File: src/rtl/btn_pkg.sv
// Shared constants and types for the push-button conditioning path.
// Bit indices match the board button order used by the scanning-light controller.
package btn_pkg;

    localparam int BTN_UP     = 0;
    localparam int BTN_LEFT   = 1;
    localparam int BTN_CENTER = 2;
    localparam int BTN_RIGHT  = 3;
    localparam int BTN_DOWN   = 4;

    // 100 MHz defaults: 10 ms debounce, 500 ms to first repeat, 100 ms between repeats.
    localparam int DEF_N_BTN           = 5;
    localparam int DEF_DEBOUNCE_CYCLES = 1000000;
    localparam int DEF_REPEAT_DELAY    = 50000000;
    localparam int DEF_REPEAT_PERIOD   = 10000000;

    typedef enum logic [1:0] {
        IDLE,
        PRESS_WAIT,
        HELD,
        RELEASE_WAIT
    } btn_state_e;

    function automatic int max_int(input int a, input int b);
        return (a > b) ? a : b;
    endfunction

endpackage

File: src/rtl/btn_debounce_ch.sv
// One button channel: two-flop synchroniser, debounce FSM and auto-repeat timer.
// All outputs are registered; pulses last exactly one cycle.
module btn_debounce_ch
    import btn_pkg::*;
#(
    parameter int DEBOUNCE_CYCLES = DEF_DEBOUNCE_CYCLES,
    parameter int REPEAT_DELAY    = DEF_REPEAT_DELAY,
    parameter int REPEAT_PERIOD   = DEF_REPEAT_PERIOD
) (
    input  logic clk,
    input  logic rst,
    input  logic raw,
    output logic level,
    output logic press_pulse,
    output logic release_pulse,
    output logic repeat_pulse
);

    localparam int CNT_W  = $clog2(DEBOUNCE_CYCLES + 1);
    localparam int RCNT_W = $clog2(max_int(REPEAT_DELAY, REPEAT_PERIOD) + 1);

    localparam logic [CNT_W-1:0]  CNT_DONE   = CNT_W'(DEBOUNCE_CYCLES);
    localparam logic [CNT_W-1:0]  CNT_ONE    = CNT_W'(1);
    localparam logic [RCNT_W-1:0] FIRST_TICK = RCNT_W'(REPEAT_DELAY);
    localparam logic [RCNT_W-1:0] NEXT_TICK  = RCNT_W'(REPEAT_PERIOD);
    localparam logic [RCNT_W-1:0] RCNT_ONE   = RCNT_W'(1);

    if (DEBOUNCE_CYCLES < 1 || REPEAT_DELAY < 1 || REPEAT_PERIOD < 1) begin : g_param_check
        $error("btn_debounce_ch: timing parameters must be >= 1");
    end

    logic              sync1;
    logic              s;
    btn_state_e        state;
    logic [CNT_W-1:0]  cnt;
    logic [RCNT_W-1:0] rcnt;
    logic [RCNT_W-1:0] rcnt_inc;
    logic [RCNT_W-1:0] tick_target;
    logic              first_wait;

    always_comb begin
        rcnt_inc    = rcnt + RCNT_ONE;
        tick_target = first_wait ? FIRST_TICK : NEXT_TICK;
    end

    always_ff @(posedge clk) begin
        if (rst) begin
            sync1         <= 1'b0;
            s             <= 1'b0;
            state         <= IDLE;
            cnt           <= '0;
            rcnt          <= '0;
            first_wait    <= 1'b1;
            level         <= 1'b0;
            press_pulse   <= 1'b0;
            release_pulse <= 1'b0;
            repeat_pulse  <= 1'b0;
        end else begin
            sync1         <= raw;
            s             <= sync1;
            press_pulse   <= 1'b0;
            release_pulse <= 1'b0;
            repeat_pulse  <= 1'b0;

            unique case (state)
                IDLE: begin
                    level <= 1'b0;
                    if (s) begin
                        state <= PRESS_WAIT;
                        cnt   <= CNT_ONE;
                    end
                end

                PRESS_WAIT: begin
                    if (!s) begin
                        state <= IDLE;
                        cnt   <= '0;
                    end else if (cnt == CNT_DONE) begin
                        state        <= HELD;
                        level        <= 1'b1;
                        press_pulse  <= 1'b1;
                        repeat_pulse <= 1'b1;
                        cnt          <= '0;
                        rcnt         <= '0;
                        first_wait   <= 1'b1;
                    end else begin
                        cnt <= cnt + CNT_ONE;
                    end
                end

                HELD: begin
                    if (!s) begin
                        state <= RELEASE_WAIT;
                        cnt   <= CNT_ONE;
                        rcnt  <= '0;
                    end else if (rcnt_inc == tick_target) begin
                        repeat_pulse <= 1'b1;
                        rcnt         <= '0;
                        first_wait   <= 1'b0;
                    end else begin
                        rcnt <= rcnt_inc;
                    end
                end

                RELEASE_WAIT: begin
                    // A bounce back to high resumes HELD with the long first-repeat delay.
                    if (s) begin
                        state      <= HELD;
                        cnt        <= '0;
                        rcnt       <= '0;
                        first_wait <= 1'b1;
                    end else if (cnt == CNT_DONE) begin
                        state         <= IDLE;
                        level         <= 1'b0;
                        release_pulse <= 1'b1;
                        cnt           <= '0;
                    end else begin
                        cnt <= cnt + CNT_ONE;
                    end
                end

                default: state <= IDLE;
            endcase
        end
    end

endmodule

File: src/rtl/button_conditioner.sv
// Conditions the board push-buttons into clean levels plus press/release/repeat pulses.
// Channels are independent; simultaneous events pulse in the same cycle.
module button_conditioner
    import btn_pkg::*;
#(
    parameter int N_BTN           = DEF_N_BTN,
    parameter int DEBOUNCE_CYCLES = DEF_DEBOUNCE_CYCLES,
    parameter int REPEAT_DELAY    = DEF_REPEAT_DELAY,
    parameter int REPEAT_PERIOD   = DEF_REPEAT_PERIOD
) (
    input  logic             clk,
    input  logic             rst,
    input  logic [N_BTN-1:0] btn_raw,
    output logic [N_BTN-1:0] btn_level,
    output logic [N_BTN-1:0] btn_press,
    output logic [N_BTN-1:0] btn_release,
    output logic [N_BTN-1:0] btn_repeat
);

    if (N_BTN < 1) begin : g_param_check
        $error("button_conditioner: N_BTN must be >= 1");
    end

    for (genvar i = 0; i < N_BTN; i++) begin : g_ch
        btn_debounce_ch #(
            .DEBOUNCE_CYCLES(DEBOUNCE_CYCLES),
            .REPEAT_DELAY   (REPEAT_DELAY),
            .REPEAT_PERIOD  (REPEAT_PERIOD)
        ) u_ch (
            .clk          (clk),
            .rst          (rst),
            .raw          (btn_raw[i]),
            .level        (btn_level[i]),
            .press_pulse  (btn_press[i]),
            .release_pulse(btn_release[i]),
            .repeat_pulse (btn_repeat[i])
        );
    end

endmodule

File: config.mk
export PLATFORM = sky130hd
export DESIGN_NAME = button_conditioner
export DESIGN_NICKNAME = d
export VERILOG_FILES = /design/src/rtl/btn_pkg.sv /design/src/rtl/btn_debounce_ch.sv /design/src/rtl/button_conditioner.sv
export SDC_FILE = /design/constraint.sdc
export NUM_CORES = 1
export LEC_CHECK = 0
export BUFFER_PORTS_ARGS = -buffer_cell sky130_fd_sc_hd__buf_2
export CAP_MARGIN = 30
export CELL_PAD_IN_SITES_DETAIL_PLACEMENT = 1
export CELL_PAD_IN_SITES_GLOBAL_PLACEMENT = 2
export CORE_MARGIN = 5
export CORE_UTILIZATION = 38
export DETAILED_ROUTE_END_ITERATION = 6
export PLACE_DENSITY_LB_ADDON = 0.25
export SETUP_SLACK_MARGIN = 0.02
export SYNTH_ARGS = -nofsm -noshare
export SYNTH_HDL_FRONTEND = slang
export SYNTH_SLANG_ARGS = --single-unit
File: constraint.sdc
create_clock -name clk -period 4.14 [get_ports clk]
set_input_delay 0.621 -clock clk [delete_from_list [all_inputs] [get_ports clk]]
set_output_delay 0.621 -clock clk [all_outputs]
set_load 0.03 [all_outputs]
==> results of run 1 <==
state kept, by name (all words and copies together), names as in the netlist, named ones only:
register	count
g_ch.u_ch.cnt	100
g_ch.u_ch.state	5
g_ch.u_ch.s	5
g_ch.u_ch.press_pulse	5
g_ch.u_ch.rcnt	130
g_ch.u_ch.sync1	5
g_ch.u_ch.repeat_pulse	5
g_ch.u_ch.level	5
g_ch.u_ch.first_wait	5
g_ch.u_ch.release_pulse	5
report_power, final:
| group | total [mW] | internal (mW) | switching, mW |
|---|---|---|---|
| clock network | 3.09 | 1.88 | 1.21 |
| registers | 2.71 | 2.67 | 0.0352 |
| logic | 0.441 | 0.118 | 0.323 |
synthesized netlist by cell type (8+ instances only):
master	number
xnor2_1	58
a32oi_1	8
or4_1	21
nor2_1	218
and2_1	22
nor4b_1	15
a22oi_1	14
nor4_1	52
o211ai_1	17
nand3b_1	8
inv_1	61
nor2b_1	23
a211oi_1	11
o21ai_0	84
buf_2	20
nand4_1	90
xor2_1	55
o31ai_1	8
nor3_1	67
and4_1	25
a221o_1	12
dfxtp_1	275
nand2b_1	9
a31oi_1	62
a21oi_1	84
a21o_1	12
or3_1	34
nand3_1	147
mux2i_1	13
ha_1	39
nand2_1	224
or2_2	13
nor3b_1	13
buf_4	23
clkbuf_1	100
and3_1	55
per-layer routing:
| layer | wire length (um) | track usage [%] | up-vias | part of all wire [%] |
|---|---|---|---|---|
| li1 | - | - | 7693 | - |
| met1 | 22400 | 25.6 | 7556 | 48 |
| met2 | 21800 | 32.8 | 152 | 47 |
| met3 | 1350 | 2.73 | 62 | 2.9 |
| met4 | 995 | 5.34 | 0 | 2.1 |
| met5 | 0 | 0 | - | 0 |
critical path: stages (launching register included):
cell and delay (ns):
dfxtp_1 0.48, nand4_4 0.22, or4_1 0.76, nor4b_4 0.41, mux2_2 0.37, and4_1 0.24
o2111ai_4 0.36, buf_4 0.38, a21oi_1 0.11, o32ai_1 0.23
cells by family after synthesis:
logic type	count (synthesis)	share of synthesized area [%]
and+or+nand+nor	1075	34.6
AOI/OAI and AO/OA	401	16.3
DFF	275	33.5
adders and majority gates	39	2.97
xor gates and xnor gates	113	6.01
buffers and inverters	214	5.66
muxes	17	1.06
worst min-delay path by stage:
stage,slack [ns],from,end,depth (start not counted)
finish,0.29,btn_raw[3],g_ch[3].u_ch.sync1$_SDFF_PP0_,2
floorplan,0.41,g_ch[0].u_ch.sync1$_SDFF_PP0_,g_ch[0].u_ch.s$_SDFF_PP0_,1
global route,0.29,btn_raw[4],g_ch[4].u_ch.sync1$_SDFF_PP0_,2
global placement,0.42,g_ch[2].u_ch.sync1$_SDFF_PP0_,g_ch[2].u_ch.s$_SDFF_PP0_,1
detailed placement,0.43,g_ch[1].u_ch.sync1$_SDFF_PP0_,g_ch[1].u_ch.s$_SDFF_PP0_,1
CTS,0.27,btn_raw[3],g_ch[3].u_ch.sync1$_SDFF_PP0_,2
cell type report:
class / instances / area, um^2
clock buffer: 57 / 1100
clock inverter: 5 / 60.1
fill: 5255 / 24900
inverter: 61 / 229
multi-input combinational: 1645 / 10000
sequential: 275 / 5510
tap: 585 / 732
timing repair buffer: 60 / 399
through the flow:
stage | power (mW) | std cells | worst slack (ns) | instance area (um^2) | utilization (%)
floorplan | 3.06 | 2134 | 1.08 | 16500 | -
global placement | 3.20 | 2623 | 0.616 | 16900 | 39.2
detailed placement | 3.21 | 2626 | 0.497 | 16900 | 39.3
CTS | 6.36 | 2688 | 0.489 | 18100 | 42.0
global route | 6.51 | 2688 | 0.215 | 18100 | 42.0
finish | 6.24 | 2688 | 0.463 | 18100 | 42.0
==> reports/metrics.yaml, run 1 <==
outcome:
  status: "complete, no violations"
detailed_routing:
  avgRoutedWirePerCell_um: 17.3
  drtIter0Drc: 757
  via_per_inst: 5.75
  routed-via-count: 15500
  dr.pass1.iters: 6
  ant_nets: 0
  drc: 0
  drt-total-wl_um: 46500
clocking:
  htreeDepth: 2
  cts_root_buf: "clkbuf_16"
  hold_buffers: 0
  cts_resized: 0
  cts_tree: "built"
  clk_latency_ns: 0.55
  cts.clk_slew.worst_paths_ns: 0.06
  cts_num_sinks: 275
  cts_buffers: 36
  cts_buffer_depth: 3
  postCtsSetupBuffers: 0
layout:
  final_common_cell: "dfxtp_1"
  synthToLayoutAreaGrowth_pct: 9.70
  final_cell_mix: "dfxtp_1 (275), nand2_1 (224), nor2_1 (218)"
  fin_nets: 2125
  num_antenna_cells: 0
  drive_above_1_share_pct: 7.42
synthesis:
  synth_seq_area_share_pct: 33.5
  netlist-cell-type-count: 90
  synthCells: 2134
  yosysTopAreaCell: "dfxtp_1"
  synthArstFlopShare_pct: 0
  ys_ff_latch: 275
  synth_area_leaders: "dfxtp_1 (33%), nand2_1 (5.1%), nor2_1 (5.0%)"
  syn_nets: 2180
  yosys_warnings: 0
  synth-edff-count: 0
  ys.flop_type: "dfxtp_1"
  synth_top_area_share_pct: 33.5
  syn_avg_cell_area_um2: 7.71
  syn-cell-area_mm2: 0.0165
timing:
  grt_setup_unrepaired: "false"
  finalHoldViolations: 0
  max_freq_mhz: 272
  finalSetupViolations: 0
  tns_ns: 0
  holdWs_ns: 0.295
  max-slew-margin-rel_pct: 42.3
  period_needed_ns: 3.68
  drv_slew: 0
  finClkSkew_ns: 0.0191
  worst_pin_slew_ns: 0.858
  period_share_pct: 88.8
setup_path:
  critPathArrivalTime_ns: 4.13
  critPathRequiredTime_ns: 4.59
  regToRegEndpoint: "g_ch[4].u_ch.rcnt[9]$_SDFFE_PP0P_"
  cp-start-kind: "flop"
  r2r_setup_slack_ns: 0.46
  crit_path_end_kind: "flop"
  reg2reg_depth: 9
  critPathMaxFanout: 26
  worstSetupEndpoint: "g_ch[4].u_ch.rcnt[9]$_SDFFE_PP0P_"
  critPathKind: "flop to flop"
  r2r_start: "g_ch[4].u_ch.rcnt[4]$_SDFFE_PP0P_"
  crit_start: "g_ch[4].u_ch.rcnt[4]$_SDFFE_PP0P_"
floorplanning:
  dieHeight_um: 218
  dieArea_mm2: 0.0476
  coreArea_mm2: 0.0430
  rows: 76
  initial_core_util_pct: 38.3
  ios: 27
  chipWidth_um: 218
power:
  ir_worst_vdd_mv: 0.244
  powerDensity_mw_per_mm2: 345
  p_leak_nw: 5.89
grt:
  antenna_found_initial: 0
  grt_usage_pct: 19.3
  grt_pass1_wl_um: 78600
  overflow: 0
  grt_max_degree: 59
  grt_pass1_vias: 15500
hold_path:
  hp-class: "primary input to flop"
placement:
  place_hpwl_um: 32100
  portBuffers: 26
  gp_congestion: 0.828
flow_run:
  drv_cap: 0
Note: power is estimated with default switching activity, not from simulation.
==> run 2: changes to the inputs <==
--- a/config.mk
+++ b/config.mk
@@ -10,7 +10,7 @@
 export CELL_PAD_IN_SITES_DETAIL_PLACEMENT = 1
 export CELL_PAD_IN_SITES_GLOBAL_PLACEMENT = 2
 export CORE_MARGIN = 5
-export CORE_UTILIZATION = 38
+export CORE_UTILIZATION = 25
 export DETAILED_ROUTE_END_ITERATION = 6
 export PLACE_DENSITY_LB_ADDON = 0.25
 export SETUP_SLACK_MARGIN = 0.02
==> constraint.sdc (replaced) <==
create_clock -name clk -period 4.4 [get_ports clk]
set_input_delay 0.66 -clock clk [delete_from_list [all_inputs] [get_ports clk]]
set_output_delay 0.66 -clock clk [all_outputs]
set_load 0.03 [all_outputs]
==> run 2 against run 1 <==
Effect of this change: clock power rose by 1%; count of clock-buffer cells in the layout is 2 higher; sequential power down 6%; combinational power fell by 3%; critical path type unchanged; largest cell class unchanged.
==> reports/metrics.yaml, run 2 (synthesis gave the netlist of run 1 again) <==
outcome:
  status: "complete, no violations"
clocking:
  cts_tree: "built"
  cts_buffer_depth: 3
  postCtsSetupBuffers: 0
  hold_buffers: 0
  htreeDepth: 2
  cts_root_buf: "clkbuf_16"
  cts_buffers: 38
  clk_latency_ns: 0.56
  cts_num_sinks: 275
  cts_resized: 0
  cts.clk_slew.worst_paths_ns: 0.05
placement:
  gp_congestion: 0.773
  place_ws_ns: 0.778
  place_area_mm2: 0.0172
  place_hpwl_um: 34700
  portBuffers: 26
layout:
  design_area_mm2: 0.0185
  largest-register: "g_ch.u_ch.rcnt"
  synthToLayoutAreaGrowth_pct: 12.5
  reg.largest.list: "g_ch.u_ch.rcnt (130), g_ch.u_ch.cnt (100)"
  largest_reg_flops: 130
  drive_above_1_share_pct: 7.64
  final_cell_mix: "dfxtp_1 (275), nand2_1 (224), nor2_1 (218)"
  final_common_cell: "dfxtp_1"
  fillers: 7819
  multi_input_area_mm2: 0.0100
  regArea_mm2: 0.00551
  fin_nets: 2123
  num_antenna_cells: 0
detailed_routing:
  ant_nets: 0
  dr.pass1.iters: 4
  drc: 0
  drt-total-wl_um: 50300
  drtIter0Drc: 653
  via_per_inst: 5.20
  avgRoutedWirePerCell_um: 16.9
  routed-via-count: 15400
timing:
  period_share_pct: 82.3
  grt_setup_unrepaired: "false"
  tns_ns: 0
  max-slew-margin-rel_pct: 31.0
  finalHoldViolations: 0
  finClkSkew_ns: 0.0258
  max_freq_mhz: 276
  period_needed_ns: 3.62
  drv_slew: 0
  worst_pin_slew_ns: 1.01
  setup_ws_ns: 0.778
  finalSetupViolations: 0
power:
  powerDensity_mw_per_mm2: 330
  finalPower_mw: 6.10
  clock_power_share_pct: 51.2
  p_int_mw: 4.54
  switchingPower_mw: 1.57
  power_frac_comb_pct: 7.0
  p_leak_nw: 5.95
  netSwitchingFraction_pct: 25.7
  p_seq_share_pct: 41.8
  ir_worst_vdd_mv: 0.209
floorplanning:
  rows: 94
  coreArea_mm2: 0.0655
  chipWidth_um: 267
  ios: 27
  dieArea_mm2: 0.0711
  dieHeight_um: 267
  initial_core_util_pct: 25.1
setup_path:
  crit_start: "g_ch[2].u_ch.rcnt[0]$_SDFFE_PP0P_"
  critPathRequiredTime_ns: 4.82
  r2r_start: "g_ch[2].u_ch.rcnt[0]$_SDFFE_PP0P_"
  critPathKind: "flop to flop"
  crit_path_end_kind: "flop"
  cp-start-kind: "flop"
  critPathMaxFanout: 12
  critPathArrivalTime_ns: 4.04
grt:
  grt_usage_pct: 13.8
  antenna_found_initial: 1
  overflow: 0
  grt_pass1_wl_um: 83400
  grt_max_degree: 61
  grt_pass1_vias: 15700
flow_run:
  drv_cap: 0
hold_path:
  min_from: "btn_raw[4]"
  hp-class: "primary input to flop"
run 2: critical path, stage by stage (launching register included):
cell and delay, ns:
dfxtp_1 0.41, ha_1 0.25, nand3_1 0.33, or3_1 0.55
nor4b_1 0.54, xor2_1 0.16, or4_1 0.47, o2bb2ai_2 0.26
o21ai_1 0.43, nor2_1 0.09
run 2: path summary, 6_finish.rpt:
kind,endpoint,slack (ns),cells after the start
max,g_ch[2].u_ch.rcnt[7]$_SDFFE_PP0P_,0.78,9
min,g_ch[4].u_ch.sync1$_SDFF_PP0_,0.33,2
max reg2reg,g_ch[2].u_ch.rcnt[7]$_SDFFE_PP0P_,0.78,9
min reg2reg,g_ch[4].u_ch.s$_SDFF_PP0_,0.44,1
run 2: power groups by stage:
| stage | logic [mW] | registers [mW] | clock network [mW] |
|---|---|---|---|
| floorplan | 0.296 | 2.59 | 0 |
| global placement | 0.419 | 2.60 | 0 |
| detailed placement | 0.425 | 2.60 | 0 |
| CTS | 0.428 | 2.55 | 3.27 |
| global route | 0.485 | 2.55 | 3.37 |
| finish | 0.428 | 2.55 | 3.13 |
run 2: stage by stage:
stage	cells	hold slack [ns]	util, %
3_5_place_dp	2900	0.429	26.3
3_3_place_gp	2899	0.425	26.3
6_report	2970	0.329	28.3
2_1_floorplan	2134	0.414	-
5_1_grt	2970	0.304	28.3
4_1_cts	2969	0.282	28.2
run 2: layout make-up:
| cell class | count | area share [%] |
|---|---|---|
| Multi-Input combinational cell | 1645 | 54.2 |
| Sequential cell | 275 | 29.7 |
| Clock buffer | 59 | 6.17 |
| Tap cell | 864 | 5.84 |
| Timing Repair Buffer | 56 | 2.15 |
| Inverter | 61 | 1.24 |
| Clock inverter | 10 | 0.663 |
run 2: layer usage:
metal / GRT usage (%) / part of all wire (%) / vias to the layer above
li1: - / - / 7671
met1: 18.5 / 49 / 7578
met2: 23.3 / 47 / 137
met3: 2.23 / 2.8 / 45
met4: 3.32 / 1.6 / 0
met5: 0 / 0 / -
